### src/rtl/ifu_fetch_queue_if.sv
// Fetch-queue handshake bundle: redirect/hazard inputs, the request and
// response channels to the AXI bridge, and the instruction channel to ID.
//   master : the fetch queue itself (drives req_* and out_*)
//   slave  : the surrounding pipeline / bridge
interface ifu_fetch_queue_if #(
  parameter int unsigned AW = 64
);
  logic          redirect_valid;
  logic [AW-1:0] redirect_pc;
  logic          stall;
  logic          req_valid;
  logic          req_ready;
  logic [AW-1:0] req_addr;
  logic          rsp_valid;
  logic [63:0]   rsp_data;
  logic          out_valid;
  logic          out_ready;
  logic [31:0]   out_inst;
  logic [AW-1:0] out_pc;

  modport master (
    input  redirect_valid, redirect_pc, stall, req_ready, rsp_valid, rsp_data, out_ready,
    output req_valid, req_addr, out_valid, out_inst, out_pc
  );

  modport slave (
    output redirect_valid, redirect_pc, stall, req_ready, rsp_valid, rsp_data, out_ready,
    input  req_valid, req_addr, out_valid, out_inst, out_pc
  );
endinterface

### src/rtl/ifu_fetch_queue.sv
// Instruction fetch queue. Issues sequential doubleword fetches (up to
// MAX_OUTSTANDING in flight) and buffers returned instructions in a
// QDEPTH-entry queue feeding decode. Redirects flush the queue and retire
// stale in-flight responses by epoch tag.
// Ports:
//   clk, rst : clock, synchronous active-high reset
//   fq       : ifu_fetch_queue_if.master (redirect/stall in, req/rsp to the
//              bridge, out_* to ID)
module ifu_fetch_queue #(
  parameter int unsigned AW              = 64,
  parameter logic [63:0] RESET_PC        = 64'h8000_0000,
  parameter int unsigned QDEPTH          = 4,
  parameter int unsigned MAX_OUTSTANDING = 2
) (
  input  logic              clk,
  input  logic              rst,
  ifu_fetch_queue_if.master fq
);
  localparam int unsigned QPW = (QDEPTH > 1) ? $clog2(QDEPTH) : 1;
  localparam int unsigned QCW = $clog2(QDEPTH) + 1;
  localparam int unsigned MPW = (MAX_OUTSTANDING > 1) ? $clog2(MAX_OUTSTANDING) : 1;
  localparam int unsigned MCW = $clog2(MAX_OUTSTANDING) + 1;
  localparam int unsigned OW  = ((QCW > MCW) ? QCW : MCW) + 1;

  typedef struct packed {
    logic [AW-1:0] pc;
    logic          epoch;
  } meta_t;

  typedef struct packed {
    logic [31:0]   inst;
    logic [AW-1:0] pc;
  } qent_t;

  function automatic logic [QPW-1:0] qinc(input logic [QPW-1:0] p);
    return (p == QPW'(QDEPTH - 1)) ? '0 : p + QPW'(1);
  endfunction

  function automatic logic [MPW-1:0] minc(input logic [MPW-1:0] p);
    return (p == MPW'(MAX_OUTSTANDING - 1)) ? '0 : p + MPW'(1);
  endfunction

  meta_t meta_mem [MAX_OUTSTANDING];
  qent_t q_mem    [QDEPTH];

  logic [AW-1:0]  pc_q, pc_d;
  logic           epoch_q, epoch_d;
  logic           drop_all_q, drop_all_d;
  logic           req_valid_q, req_valid_d;
  logic [AW-1:0]  req_addr_q, req_addr_d;
  logic           req_stale_q, req_stale_d;
  logic [MPW-1:0] mwr_ptr_q, mwr_ptr_d, mrd_ptr_q, mrd_ptr_d;
  logic [MCW-1:0] infl_q, infl_d;
  logic [QPW-1:0] qwr_ptr_q, qwr_ptr_d, qrd_ptr_q, qrd_ptr_d;
  logic [QCW-1:0] qcnt_q, qcnt_d;

  logic           acc, rsp_keep, deq, issue, out_vld, push_ep;
  logic [OW-1:0]  occ;
  meta_t          meta_hd;

  always_comb begin
    acc      = req_valid_q & fq.req_ready;
    meta_hd  = meta_mem[mrd_ptr_q];
    out_vld  = (qcnt_q != '0);
    // A redirect flushes the queue, so nothing lands in it and nothing leaves.
    rsp_keep = fq.rsp_valid & (meta_hd.epoch == epoch_q) & ~drop_all_q & ~fq.redirect_valid;
    deq      = out_vld & fq.out_ready & ~fq.redirect_valid;
    occ      = OW'(qcnt_q) + OW'(infl_q);
    // Issue is also held off while drop_all drains, otherwise fresh requests
    // could keep inflight_count above zero and starve the pipeline forever.
    issue    = ~req_valid_q & ~fq.stall & (occ < OW'(QDEPTH)) &
               (infl_q < MCW'(MAX_OUTSTANDING)) & ~fq.redirect_valid & ~drop_all_q;

    epoch_d  = epoch_q ^ fq.redirect_valid;
    // A request issued before a redirect (or accepted in the redirect cycle)
    // is tagged so it can never match the post-edge epoch.
    push_ep  = (req_stale_q | fq.redirect_valid) ? ~epoch_d : epoch_d;

    pc_d = pc_q;
    if (fq.redirect_valid)       pc_d = fq.redirect_pc;
    else if (acc && !req_stale_q) pc_d = pc_q + AW'(4);

    req_valid_d = req_valid_q;
    req_addr_d  = req_addr_q;
    if (acc) req_valid_d = 1'b0;
    else if (issue) begin
      req_valid_d = 1'b1;
      req_addr_d  = {pc_q[AW-1:3], 3'b000};
    end
    req_stale_d = req_valid_q & ~acc & (req_stale_q | fq.redirect_valid);

    mwr_ptr_d = acc ? minc(mwr_ptr_q) : mwr_ptr_q;
    mrd_ptr_d = fq.rsp_valid ? minc(mrd_ptr_q) : mrd_ptr_q;
    infl_d    = infl_q;
    case ({acc, fq.rsp_valid})
      2'b10:   infl_d = infl_q + MCW'(1);
      2'b01:   infl_d = infl_q - MCW'(1);
      default: infl_d = infl_q;
    endcase

    qwr_ptr_d = rsp_keep ? qinc(qwr_ptr_q) : qwr_ptr_q;
    qrd_ptr_d = deq ? qinc(qrd_ptr_q) : qrd_ptr_q;
    qcnt_d    = qcnt_q;
    case ({rsp_keep, deq})
      2'b10:   qcnt_d = qcnt_q + QCW'(1);
      2'b01:   qcnt_d = qcnt_q - QCW'(1);
      default: qcnt_d = qcnt_q;
    endcase
    if (fq.redirect_valid) begin
      qwr_ptr_d = '0;
      qrd_ptr_d = '0;
      qcnt_d    = '0;
    end

    // With a one-bit epoch, a second redirect while older-epoch responses are
    // still outstanding would make them look current again. The head is the
    // oldest entry, so if anything in flight is stale the head is.
    drop_all_d = drop_all_q;
    if (fq.redirect_valid && infl_q != '0 && meta_hd.epoch != epoch_q) drop_all_d = 1'b1;
    else if (infl_d == '0)                                             drop_all_d = 1'b0;
  end

  always_ff @(posedge clk) begin
    if (rst) begin
      pc_q        <= RESET_PC[AW-1:0];
      epoch_q     <= 1'b0;
      drop_all_q  <= 1'b0;
      req_valid_q <= 1'b0;
      req_addr_q  <= '0;
      req_stale_q <= 1'b0;
      mwr_ptr_q   <= '0;
      mrd_ptr_q   <= '0;
      infl_q      <= '0;
      qwr_ptr_q   <= '0;
      qrd_ptr_q   <= '0;
      qcnt_q      <= '0;
    end else begin
      pc_q        <= pc_d;
      epoch_q     <= epoch_d;
      drop_all_q  <= drop_all_d;
      req_valid_q <= req_valid_d;
      req_addr_q  <= req_addr_d;
      req_stale_q <= req_stale_d;
      mwr_ptr_q   <= mwr_ptr_d;
      mrd_ptr_q   <= mrd_ptr_d;
      infl_q      <= infl_d;
      qwr_ptr_q   <= qwr_ptr_d;
      qrd_ptr_q   <= qrd_ptr_d;
      qcnt_q      <= qcnt_d;
    end
  end

  // Storage arrays need no reset; occupancy is tracked by the counters.
  always_ff @(posedge clk) begin
    if (acc) meta_mem[mwr_ptr_q] <= '{pc: pc_q, epoch: push_ep};
    if (rsp_keep)
      q_mem[qwr_ptr_q] <= '{inst: (meta_hd.pc[2] ? fq.rsp_data[63:32] : fq.rsp_data[31:0]),
                            pc:   meta_hd.pc};
  end

  // A response with nothing in flight means the bridge and queue disagree.
  always_ff @(posedge clk) begin
    if (!rst && fq.rsp_valid) assert (infl_q != '0);
  end

  assign fq.req_valid = req_valid_q;
  assign fq.req_addr  = req_addr_q;
  assign fq.out_valid = out_vld;
  assign fq.out_inst  = out_vld ? q_mem[qrd_ptr_q].inst : 32'h0000_0013;
  assign fq.out_pc    = out_vld ? q_mem[qrd_ptr_q].pc   : '0;
endmodule

### src/flat_wrapper.sv
// flat-port wrapper written by rule: the top's interface ports become plain ports
module ifu_fetch_queue_flat 
#(
  parameter int unsigned AW              = 64,
  parameter logic [63:0] RESET_PC        = 64'h8000_0000,
  parameter int unsigned QDEPTH          = 4,
  parameter int unsigned MAX_OUTSTANDING = 2
)
  (clk, rst, fq_redirect_valid, fq_redirect_pc, fq_stall, fq_req_ready, fq_rsp_valid, fq_rsp_data, fq_out_ready, fq_req_valid, fq_req_addr, fq_out_valid, fq_out_inst, fq_out_pc);
  ifu_fetch_queue_if #(.AW(AW)) fq_i ();
  input  logic clk;
  input  logic rst;
  input wire logic [$bits(fq_i.redirect_valid)-1:0] fq_redirect_valid;
  input wire logic [$bits(fq_i.redirect_pc)-1:0] fq_redirect_pc;
  input wire logic [$bits(fq_i.stall)-1:0] fq_stall;
  input wire logic [$bits(fq_i.req_ready)-1:0] fq_req_ready;
  input wire logic [$bits(fq_i.rsp_valid)-1:0] fq_rsp_valid;
  input wire logic [$bits(fq_i.rsp_data)-1:0] fq_rsp_data;
  input wire logic [$bits(fq_i.out_ready)-1:0] fq_out_ready;
  output wire logic [$bits(fq_i.req_valid)-1:0] fq_req_valid;
  output wire logic [$bits(fq_i.req_addr)-1:0] fq_req_addr;
  output wire logic [$bits(fq_i.out_valid)-1:0] fq_out_valid;
  output wire logic [$bits(fq_i.out_inst)-1:0] fq_out_inst;
  output wire logic [$bits(fq_i.out_pc)-1:0] fq_out_pc;
  assign fq_i.redirect_valid = fq_redirect_valid;
  assign fq_i.redirect_pc = fq_redirect_pc;
  assign fq_i.stall = fq_stall;
  assign fq_i.req_ready = fq_req_ready;
  assign fq_i.rsp_valid = fq_rsp_valid;
  assign fq_i.rsp_data = fq_rsp_data;
  assign fq_i.out_ready = fq_out_ready;
  assign fq_req_valid = fq_i.req_valid;
  assign fq_req_addr = fq_i.req_addr;
  assign fq_out_valid = fq_i.out_valid;
  assign fq_out_inst = fq_i.out_inst;
  assign fq_out_pc = fq_i.out_pc;
  ifu_fetch_queue #(.AW(AW), .RESET_PC(RESET_PC), .QDEPTH(QDEPTH), .MAX_OUTSTANDING(MAX_OUTSTANDING)) u_core (.clk(clk), .rst(rst), .fq(fq_i));
endmodule
### config.mk
export PLATFORM = sky130hd
export DESIGN_NAME = ifu_fetch_queue_flat
export DESIGN_NICKNAME = d
export VERILOG_FILES = /design/src/rtl/ifu_fetch_queue_if.sv /design/src/rtl/ifu_fetch_queue.sv /design/src/flat_wrapper.sv
export SDC_FILE = /design/constraint.sdc
export NUM_CORES = 1
export LEC_CHECK = 0
export CAP_MARGIN = 15
export CORE_MARGIN = 2
export CORE_UTILIZATION = 56
export DETAILED_ROUTE_END_ITERATION = 12
export PLACE_DENSITY = 0.89
export SYNTH_ARGS = -nofsm -noshare
export SYNTH_HDL_FRONTEND = slang
export SYNTH_SLANG_ARGS = --single-unit
### constraint.sdc
create_clock -name clk -period 5.1 [get_ports clk]
set_clock_uncertainty 0.05 [all_clocks]
set_input_delay 0.765 -clock clk [delete_from_list [all_inputs] [get_ports clk]]
set_output_delay 0.765 -clock clk [all_outputs]
set_load 0.02 [all_outputs]
## After elaboration in Yosys (flattened, before gate mapping)

Memories as Yosys holds them, arrays and structs flattened. A register that Yosys moved wholly into a read port is not among the register bits.
Index checks and enable logic that the tools add are counted.

- Register bits after elaboration: 140
- Memory bits (writable): 514
- Input port bits: 135
- Memories kept: 2

Memories:

| name | words | width | read ports | clocked after memory_dff | write ports | line | RTL |
|---|---|---|---|---|---|---|---|
| u_core.q_mem | 4 | 96 | 1 | 1 | 1 | ifu_fetch_queue.sv:44 | `qent_t q_mem [QDEPTH];` |
| u_core.meta_mem | 2 | 65 | 1 | 1 | 1 | ifu_fetch_queue.sv:43 | `meta_t meta_mem [MAX_OUTSTANDING];` |

- Add/subtract/negate cells: 10
- Magnitude comparators: 2
- Equality and inequality tests: 8
- Muxes and demuxes: 22
- Bitwise operators: 21
- Reduce and logical (&&, ||, !) cells: 13

Operator list:

| kind | count |
|---|---|
| 2-to-1 mux 64 bit | 3 |
| adder 64 x 3 -> 64 bit (second input constant) | 1 |
| 2-to-1 mux 32 bit | 2 |
| AND 1 bit | 13 |
| 2-to-1 mux 1 bit | 11 |
| == test 2 bit (second input constant) | 4 |
| 2-to-1 mux 2 bit | 4 |
| nonzero test 2 bit | 4 |
| adder 2 x 1 -> 2 bit (second input constant) | 3 |
| inverter 1 bit | 6 |
| one-hot mux 3 bit (2 select lines) | 1 |
| adder 3 x 2 -> 4 bit | 1 |
| == test 2 x 1 -> 1 bit (second input constant) | 2 |
| less-than comparator 4 x 3 -> 1 bit (second input constant) | 1 |
| one-hot mux 2 bit (2 select lines) | 1 |
| OR reduction 2 bit | 2 |
| adder 3 x 1 -> 3 bit (second input constant) | 1 |
| logical AND 1 bit | 3 |
| nonzero test 3 bit | 1 |
| subtractor 3 x 1 -> 3 bit (second input constant) | 1 |
| adder 1 bit (second input constant) | 2 |
| logical NOT 2 bit | 1 |
| less-than comparator 2 bit (second input constant) | 1 |
| AND reduction 2 bit | 1 |
| 6 further kinds | 6 |

## Logic depth before layout (Yosys ltp)

Gate-level depths: netlist of the first run.

- Depth in word-level cells: 7
- Gate-level depth with buffers: 11

## Worst setup path before layout of the first run

No wires, ideal clock.

- Kind: in2reg
- From: input port fq_req_ready
- To: memory u_core.meta_mem[0][0] (netlist name) (enable)
- Arrival: 3.592 ns
- Required time: 4.562 ns
- Slack: 0.970 ns
- Stages on the path: 2
- Cells stage by stage: nand2_1 > nor2_1

- Cells in the longest elaborated chain, start to end: 3

Ends and longest elaborated chain:

| what | line | RTL |
|---|---|---|
| from (decl) | flat_wrapper.sv:16 | `input wire logic [$bits(fq_i.req_ready)-1:0] fq_req_ready;` |
| AND 1 bit | ifu_fetch_queue.sv:62 | `acc = req_valid_q & fq.req_ready;` |
| 2-to-1 mux 1 bit | ifu_fetch_queue.sv:155 | `if (acc) meta_mem[mwr_ptr_q] <= '{pc: pc_q, epoch: push_ep};` |
| 2-to-1 mux 1 bit (not written as such) | ifu_fetch_queue.sv:155 |  |
| to (decl) | ifu_fetch_queue.sv:43 |  |

No other way between the ends.

## Worst setup path after layout of the first run

- From: register u_core.qcnt_q[0]
- To: output port fq_out_inst[17]

- Cells in the longest elaborated chain, start to end: 2

Ends and longest elaborated chain:

| what | line | RTL |
|---|---|---|
| from (decl) | ifu_fetch_queue.sv:55 | `logic [QCW-1:0] qcnt_q, qcnt_d;` |
| from (signal assigned) | ifu_fetch_queue.sv:149 | `qcnt_q <= qcnt_d;` |
| nonzero test 3 bit | ifu_fetch_queue.sv:64 | `out_vld = (qcnt_q != '0);` |
| 2-to-1 mux 32 bit | ifu_fetch_queue.sv:169 | `assign fq.out_inst = out_vld ? q_mem[qrd_ptr_q].inst : 32'h0000_0013;` |
| to (decl) | flat_wrapper.sv:23 | `output wire logic [$bits(fq_i.out_inst)-1:0] fq_out_inst;` |

No other way between the ends.

==> results of run 1 <==
critical path: stages, from the launching register on:
cell and delay, ps:
dfxtp_1 340, nor3_1 580, inv_2 600, buf_4 420, and2_1 180, clkdlybuf4s50_1 550
power breakdown:
part / switching, W / leakage (nW) / internal [W]
clock: 0.00189 / 0.967 / 0.00255
sequential: 0.000124 / 5.84 / 0.00594
combinational: 0.000412 / 3.45 / 0.000348
total: 0.00242 / 10.3 / 0.00884
Yosys cell counts, types with 2 or more instances:
library cell	instances
o31a_1	2
o211ai_1	4
and2_1	104
a21oi_1	76
o21bai_1	2
nand3_1	27
dfxtp_1	143
edfxtp_1	514
a311oi_1	9
inv_1	26
and3_1	15
o31ai_1	8
o32ai_1	2
nor3_1	19
buf_4	3
mux4_2	96
nand2b_1	2
and4_1	9
nor4_4	3
mux2i_1	11
or3_1	12
nor2_1	79
nand4_2	2
a31oi_1	3
nand4_1	26
a221oi_1	2
or4_1	12
a2111oi_0	7
xor2_1	16
or2_2	9
xnor2_1	22
buf_1	14
nand2_1	159
nor4_1	13
buf_2	9
mux2_2	95
o21a_1	2
a211oi_1	35
nor2b_1	2
ha_1	9
clkbuf_1	74
o21ai_0	8
nor3b_1	5
metrics by stage:
stage / cells / setup slack, ps / total power (W) / area (um2) / util
CTS: 2652 / 888 / 0.0113 / 31900 / 0.685
detailed placement: 2539 / 1570 / 0.00693 / 29900 / 0.643
global placement: 2539 / 1620 / 0.00689 / 29900 / 0.643
floorplan: 1715 / 970 / 0.00657 / 26400 / -
finish: 2653 / 961 / 0.0113 / 31900 / 0.685
global route: 2653 / 714 / 0.0116 / 31900 / 0.685
path summary, 6_finish.rpt:
kind                                                           from                                   to  slack, ps
worst max-delay path                  u_core.qcnt_q[0]$_SDFFE_PP0P_                      fq_out_inst[17]        960
worst min-delay path            u_core.fq.req_addr[57]$_SDFFE_PP0P_  u_core.fq.req_addr[57]$_SDFFE_PP0P_        410
worst max register to register        u_core.qcnt_q[0]$_SDFFE_PP0P_        u_core.qcnt_q[2]$_SDFFE_PP0P_       2010
worst min register to register  u_core.fq.req_addr[57]$_SDFFE_PP0P_  u_core.fq.req_addr[57]$_SDFFE_PP0P_        410
sequential cells by signal, indices dropped and copies added (netlist names), named ones only:
signal	flops
u_core.qrd_ptr_q	2
u_core.meta_mem	130
u_core.pc_q	64
u_core.mrd_ptr_q	1
u_core.mwr_ptr_q	1
u_core.infl_q	2
u_core.drop_all_q	1
u_core.req_stale_q	1
u_core.fq.req_valid	1
u_core.q_mem	384
u_core.fq.req_addr	61
u_core.qcnt_q	3
u_core.qwr_ptr_q	2
u_core.epoch_q	1
routing by layer:
layer,wire length [um],part of all wire,GRT usage,vias up
met2,30100,0.49,0.412,727
met4,1980,0.032,0.0946,6
met3,4500,0.074,0.0474,147
li1,-,-,-,7094
met5,34,0.00056,0,-
met1,24500,0.40,0.326,7949
cells in the final DEF (no fill, tap or decap), types with 13 or more instances in the layout:
master	n
xor2_1	16
a21oi_1	76
mux2_2	95
nor3_1	19
and3_1	14
mux4_2	96
a211oi_1	35
nor2_1	78
nor4_1	13
dfxtp_1	140
nand3_1	27
xnor2_1	22
clkdlybuf4s50_1	291
inv_1	24
and2_1	100
clkbuf_16	62
nand4_1	26
edfxtp_1	514
nand2_1	159
buf_4	26
clkbuf_1	19
area by class of cell:
cell class | instances | area share
Clock inverter | 22 | 0.00675
Inverter | 26 | 0.00306
Sequential cell | 657 | 0.574
Timing Repair Buffer | 319 | 0.0982
Multi-Input combinational cell | 930 | 0.239
Clock buffer | 91 | 0.0547
Antenna cell | 1 | 0.0000785
Tap cell | 607 | 0.0238
cells by family after synthesis:
logic type / share of synthesized area
adders and majority gates: 0.00502
xor gates and xnor gates: 0.0126
DFF: 0.693
AOI/OAI and AO/OA: 0.0409
buffers and inverters: 0.0194
other: 0.000142
muxes: 0.127
and+or+nand+nor: 0.102
==> flow_metrics.py, run 1 <==
metrics = {
    "yosys": {
        "synth_area_mm2": 0.0264,
        "synthTopCellsByArea": "edfxtp_1, dfxtp_1, mux4_2",
        "synthCells": 1713,
        "synth-seq-area-share": 0.693,
        "avgSynthCellArea_um2": 15.4,
        "synth_ff_type": "edfxtp_1",
        "synth_edf_count": 514,
        "synth_warnings": 0,
        "synth_top_area_share": 0.585,
        "synth_area_leader_cell": "edfxtp_1",
        "async_flop_share": 0,
        "ys_types": 66,
        "ys_ff_latch": 657,
    },
    "clocking": {
        "ctsHoldBuffers": 0,
        "htree_levels": 2,
        "cts_sinks": 657,
        "post-cts-setup-buffers": 0,
        "clk_latency_ps": 620,
        "cts_buffer_depth": 3,
        "ctsResizeCount": 0,
        "clkTransAtPathRegs_ps": 60,
        "cts_tree": "done",
        "numCtsBuffers": 60,
        "clockRootBuffer": "clkbuf_16",
    },
    "worst_hold_path": {
        "hold_class": "reg -> reg",
        "whs_path_depth": 2,
    },
    "floorplan": {
        "die_h_um": 221,
        "dieArea_mm2": 0.0489,
        "io-pin-count": 297,
        "die_width_um": 221,
        "rows": 79,
        "fp.coreArea_mm2": 0.0466,
        "initial_core_util": 0.567,
    },
    "timing": {
        "grt_setup_unrepaired": "false",
        "fin_crit_ps": 4140,
        "slew-limit-headroom": 0.242,
        "worst_slew_pin_slew_ps": 1140,
        "setup_tns_ps": 0,
        "fin_crit_sh": 0.812,
        "final-hold-violation-count": 0,
        "setup_viol": 0,
        "max_freq_mhz": 242,
        "timing.hold.ws_ps": 409,
        "slew_violations": 0,
    },
    "cells_and_area": {
        "num-fill-cells": 3029,
        "area_growth_pct": 20.8,
        "drive_gt1_frac": 0.168,
        "register_area_mm2": 0.0183,
        "multi_input_area_mm2": 0.00763,
        "fin_nets": 2139,
    },
    "global_routing": {
        "grt_usage": 0.248,
        "grt_max_degree": 66,
        "antenna_found_initial": 4,
        "grt_pass1_wl_um": 94000,
        "overflow": 0,
        "grt_pass1_vias": 16605,
    },
    "worst_setup_path": {
        "worstPathRequired_ps": 4280,
        "critPathCaptureType": "primary output",
        "start_kind": "flop",
        "arrival_ps": 3320,
        "path_class": "reg -> out",
        "rr_worst_depth": 10,
        "crit_fanout": 60,
    },
    "route": {
        "viasPerCell": 6.00,
        "num_vias": 15923,
        "drtIter0Drc": 1541,
        "avgRoutedWirePerCell_um": 23.0,
        "drcViolationCount": 0,
        "first_pass_iters": 6,
        "ant_nets": 0,
        "drt_wl_total_um": 61100,
    },
    "flow_run": {
        "drv_cap": 0,
    },
    "placed_design": {
        "place_congestion": 0.878,
        "hpwl_um": 38900,
        "port_buffers": 293,
    },
    "pwr": {
        "p_per_area_mw_per_mm2": 353,
        "leakagePower_nw": 10.3,
        "ir_worst_vdd_uv": 257,
    },
    "outcome": {
        "status": "finished, final reports clean",
    },
}
(Power assumes the default switching activity.)
==> run 2: changes to the inputs <==
--- a/config.mk
+++ b/config.mk
@@ -7,9 +7,9 @@
 export LEC_CHECK = 0
 export CAP_MARGIN = 15
 export CORE_MARGIN = 2
-export CORE_UTILIZATION = 56
+export CORE_UTILIZATION = 51
 export DETAILED_ROUTE_END_ITERATION = 12
-export PLACE_DENSITY = 0.89
+export PLACE_DENSITY = 0.85
 export SYNTH_ARGS = -nofsm -noshare
 export SYNTH_HDL_FRONTEND = slang
 export SYNTH_SLANG_ARGS = --single-unit
==> constraint.sdc (replaced) <==
create_clock -name clk -period 3.8 [get_ports clk]
set_clock_uncertainty 0.05 [all_clocks]
set_input_delay 0.57 -clock clk [delete_from_list [all_inputs] [get_ports clk]]
set_output_delay 0.57 -clock clk [all_outputs]
set_load 0.02 [all_outputs]
==> flow_metrics.py, run 2 (same netlist as run 1, synthesis figures left out) <==
metrics = {
    "outcome": {
        "status": "finished, final reports clean",
    },
    "worst_setup_path": {
        "crit_fanout": 26,
        "crit_chain": "buf_12 > mux4_2 > or2_2 > clkdlybuf4s50_1",
        "crit_buf_inv": 2,
        "cp_slowest_cell": "dfxtp_4",
        "arrival_ps": 2880,
        "slowest_delay_ps": 640,
        "path_class": "reg -> out",
        "critical-path-top-delay-family": "buffers and inverters",
        "critPathCaptureType": "primary output",
        "start_kind": "flop",
        "worstPathRequired_ps": 3180,
    },
    "clocking": {
        "htree_levels": 3,
        "ctsHoldBuffers": 0,
        "post-cts-setup-buffers": 0,
        "clkTransAtPathRegs_ps": 60,
        "numCtsBuffers": 66,
        "cts_tree": "done",
        "clk_latency_ps": 580,
        "cts_buffer_depth": 3,
        "ctsResizeCount": 0,
        "clockRootBuffer": "clkbuf_16",
        "cts_sinks": 657,
    },
    "global_routing": {
        "busiest_layer": "met2",
        "grt_max_degree": 76,
        "grt_pass1_vias": 16258,
        "grt_util_met2": 0.391,
        "overflow": 0,
        "grt_usage": 0.231,
        "grt_pass1_wl_um": 93800,
        "use_met3": 0.0490,
        "grt_util_met1": 0.298,
        "antenna_found_initial": 5,
    },
    "cells_and_area": {
        "top_register": "u_core.q_mem",
        "fin_nets": 2155,
        "design_area_mm2": 0.0324,
        "drive_gt1_frac": 0.175,
        "layout_common_cells": "edfxtp_1, clkdlybuf4s50_1, nand2_1",
        "area_growth_pct": 22.6,
        "largest_registers": "u_core.q_mem: 384 flops, u_core.meta_mem: 130 flops, u_core.pc_q: 64 flops",
        "fin_util": 0.632,
        "largest_reg_flops": 384,
        "final_common_cell": "edfxtp_1",
    },
    "floorplan": {
        "fp.coreArea_mm2": 0.0512,
        "io-pin-count": 297,
        "die_width_um": 232,
        "die_h_um": 232,
        "dieArea_mm2": 0.0536,
        "rows": 83,
        "initial_core_util": 0.516,
    },
    "timing": {
        "slew_violations": 0,
        "grt_setup_unrepaired": "false",
        "slew-limit-headroom": 0.369,
        "worst_slew_pin_slew_ps": 947,
        "final-hold-violation-count": 0,
        "setup_viol": 0,
        "setup_tns_ps": 0,
        "fin_crit_ps": 3500,
        "max_freq_mhz": 286,
        "fin_crit_sh": 0.920,
        "layout_setup_ws_ps": 305,
    },
    "route": {
        "ant_nets": 0,
        "avgRoutedWirePerCell_um": 22.7,
        "drt_wl_total_um": 62300,
        "drtIter0Drc": 1370,
        "first_pass_iters": 6,
        "num_vias": 15968,
        "viasPerCell": 5.82,
        "drcViolationCount": 0,
    },
    "pwr": {
        "leakagePower_nw": 10.4,
        "p_per_area_mw_per_mm2": 480,
        "p_total_w": 0.0155,
        "ir_worst_vdd_uv": 267,
    },
    "placed_design": {
        "port_buffers": 293,
        "hpwl_um": 40500,
        "place_congestion": 0.885,
        "place_area_mm2": 0.0302,
        "dp_slack_ps": 526,
    },
    "flow_run": {
        "drv_cap": 0,
    },
    "worst_hold_path": {
        "hold_class": "reg -> reg",
    },
}
-- run 2: cell count changes in the layout (fill, tap and decap cells not counted), sizes merged --
cell,previous run,this run
clkinvlp,1,5
clkbuf,91,94
buf,28,38
-- run 2: metrics by stage --
step / cells / hold slack, ps
2_1_floorplan: 1715 / 370
3_3_place_gp: 2622 / 381
3_5_place_dp: 2622 / 393
4_1_cts: 2742 / 407
5_1_grt: 2742 / 422
6_report: 2743 / 406
-- run 2: path summary, 6_finish.rpt --
kind                                       start                             endpoint  slack [ps]  cells past startpoint
max                                         flop                       fq_out_inst[4]         300                      4
min reg2reg  u_core.fq.req_addr[61]$_SDFFE_PP0P_  u_core.fq.req_addr[61]$_SDFFE_PP0P_         410                      2
min          u_core.fq.req_addr[61]$_SDFFE_PP0P_  u_core.fq.req_addr[61]$_SDFFE_PP0P_         410                      2
max reg2reg         u_core.pc_q[13]$_SDFFE_PP0N_         u_core.pc_q[35]$_SDFFE_PP0N_         990                      5
-- run 2: power breakdown --
part | switching, W | internal, W | leakage (nW) | total [W]
clock | 0.00260 | 0.00375 | 1.04 | 0.00635
sequential | 0.000166 | 0.00797 | 5.84 | 0.00814
combinational | 0.000559 | 0.000476 | 3.53 | 0.00103
total | 0.00333 | 0.0122 | 10.4 | 0.0155
-- run 2: layout make-up --
class,instances,area [um2]
diodes,1,2.50
clock buffers,94,1890
clock inverters,26,243
fillers,3585,18800
inverters,26,97.6
multi-input cells,930,7630
flip-flops and latches,657,18300
well taps,680,851
repair buffers,329,3330
-- run 2: routing by layer --
metal	vias to the layer above	routed length, um
met5	-	44
met4	6	1700
met3	139	4820
met2	719	30600
met1	7959	25200
li1	7145	-
-- run 2: tightest hold or removal path, cell delays in order (launching register included) --
cell     delay (ps)
dfxtp_1         310
nand2_1          50
a21oi_1          50
==> run 3: changes to the inputs <==
--- a/config.mk
+++ b/config.mk
@@ -10,6 +10,7 @@
 export CORE_UTILIZATION = 51
 export DETAILED_ROUTE_END_ITERATION = 12
 export PLACE_DENSITY = 0.85
+export SLEW_MARGIN = 10
 export SYNTH_ARGS = -nofsm -noshare
 export SYNTH_HDL_FRONTEND = slang
 export SYNTH_SLANG_ARGS = --single-unit
==> results of run 3 <==
Final layout, timing and power as in run 2 (identical DEF).
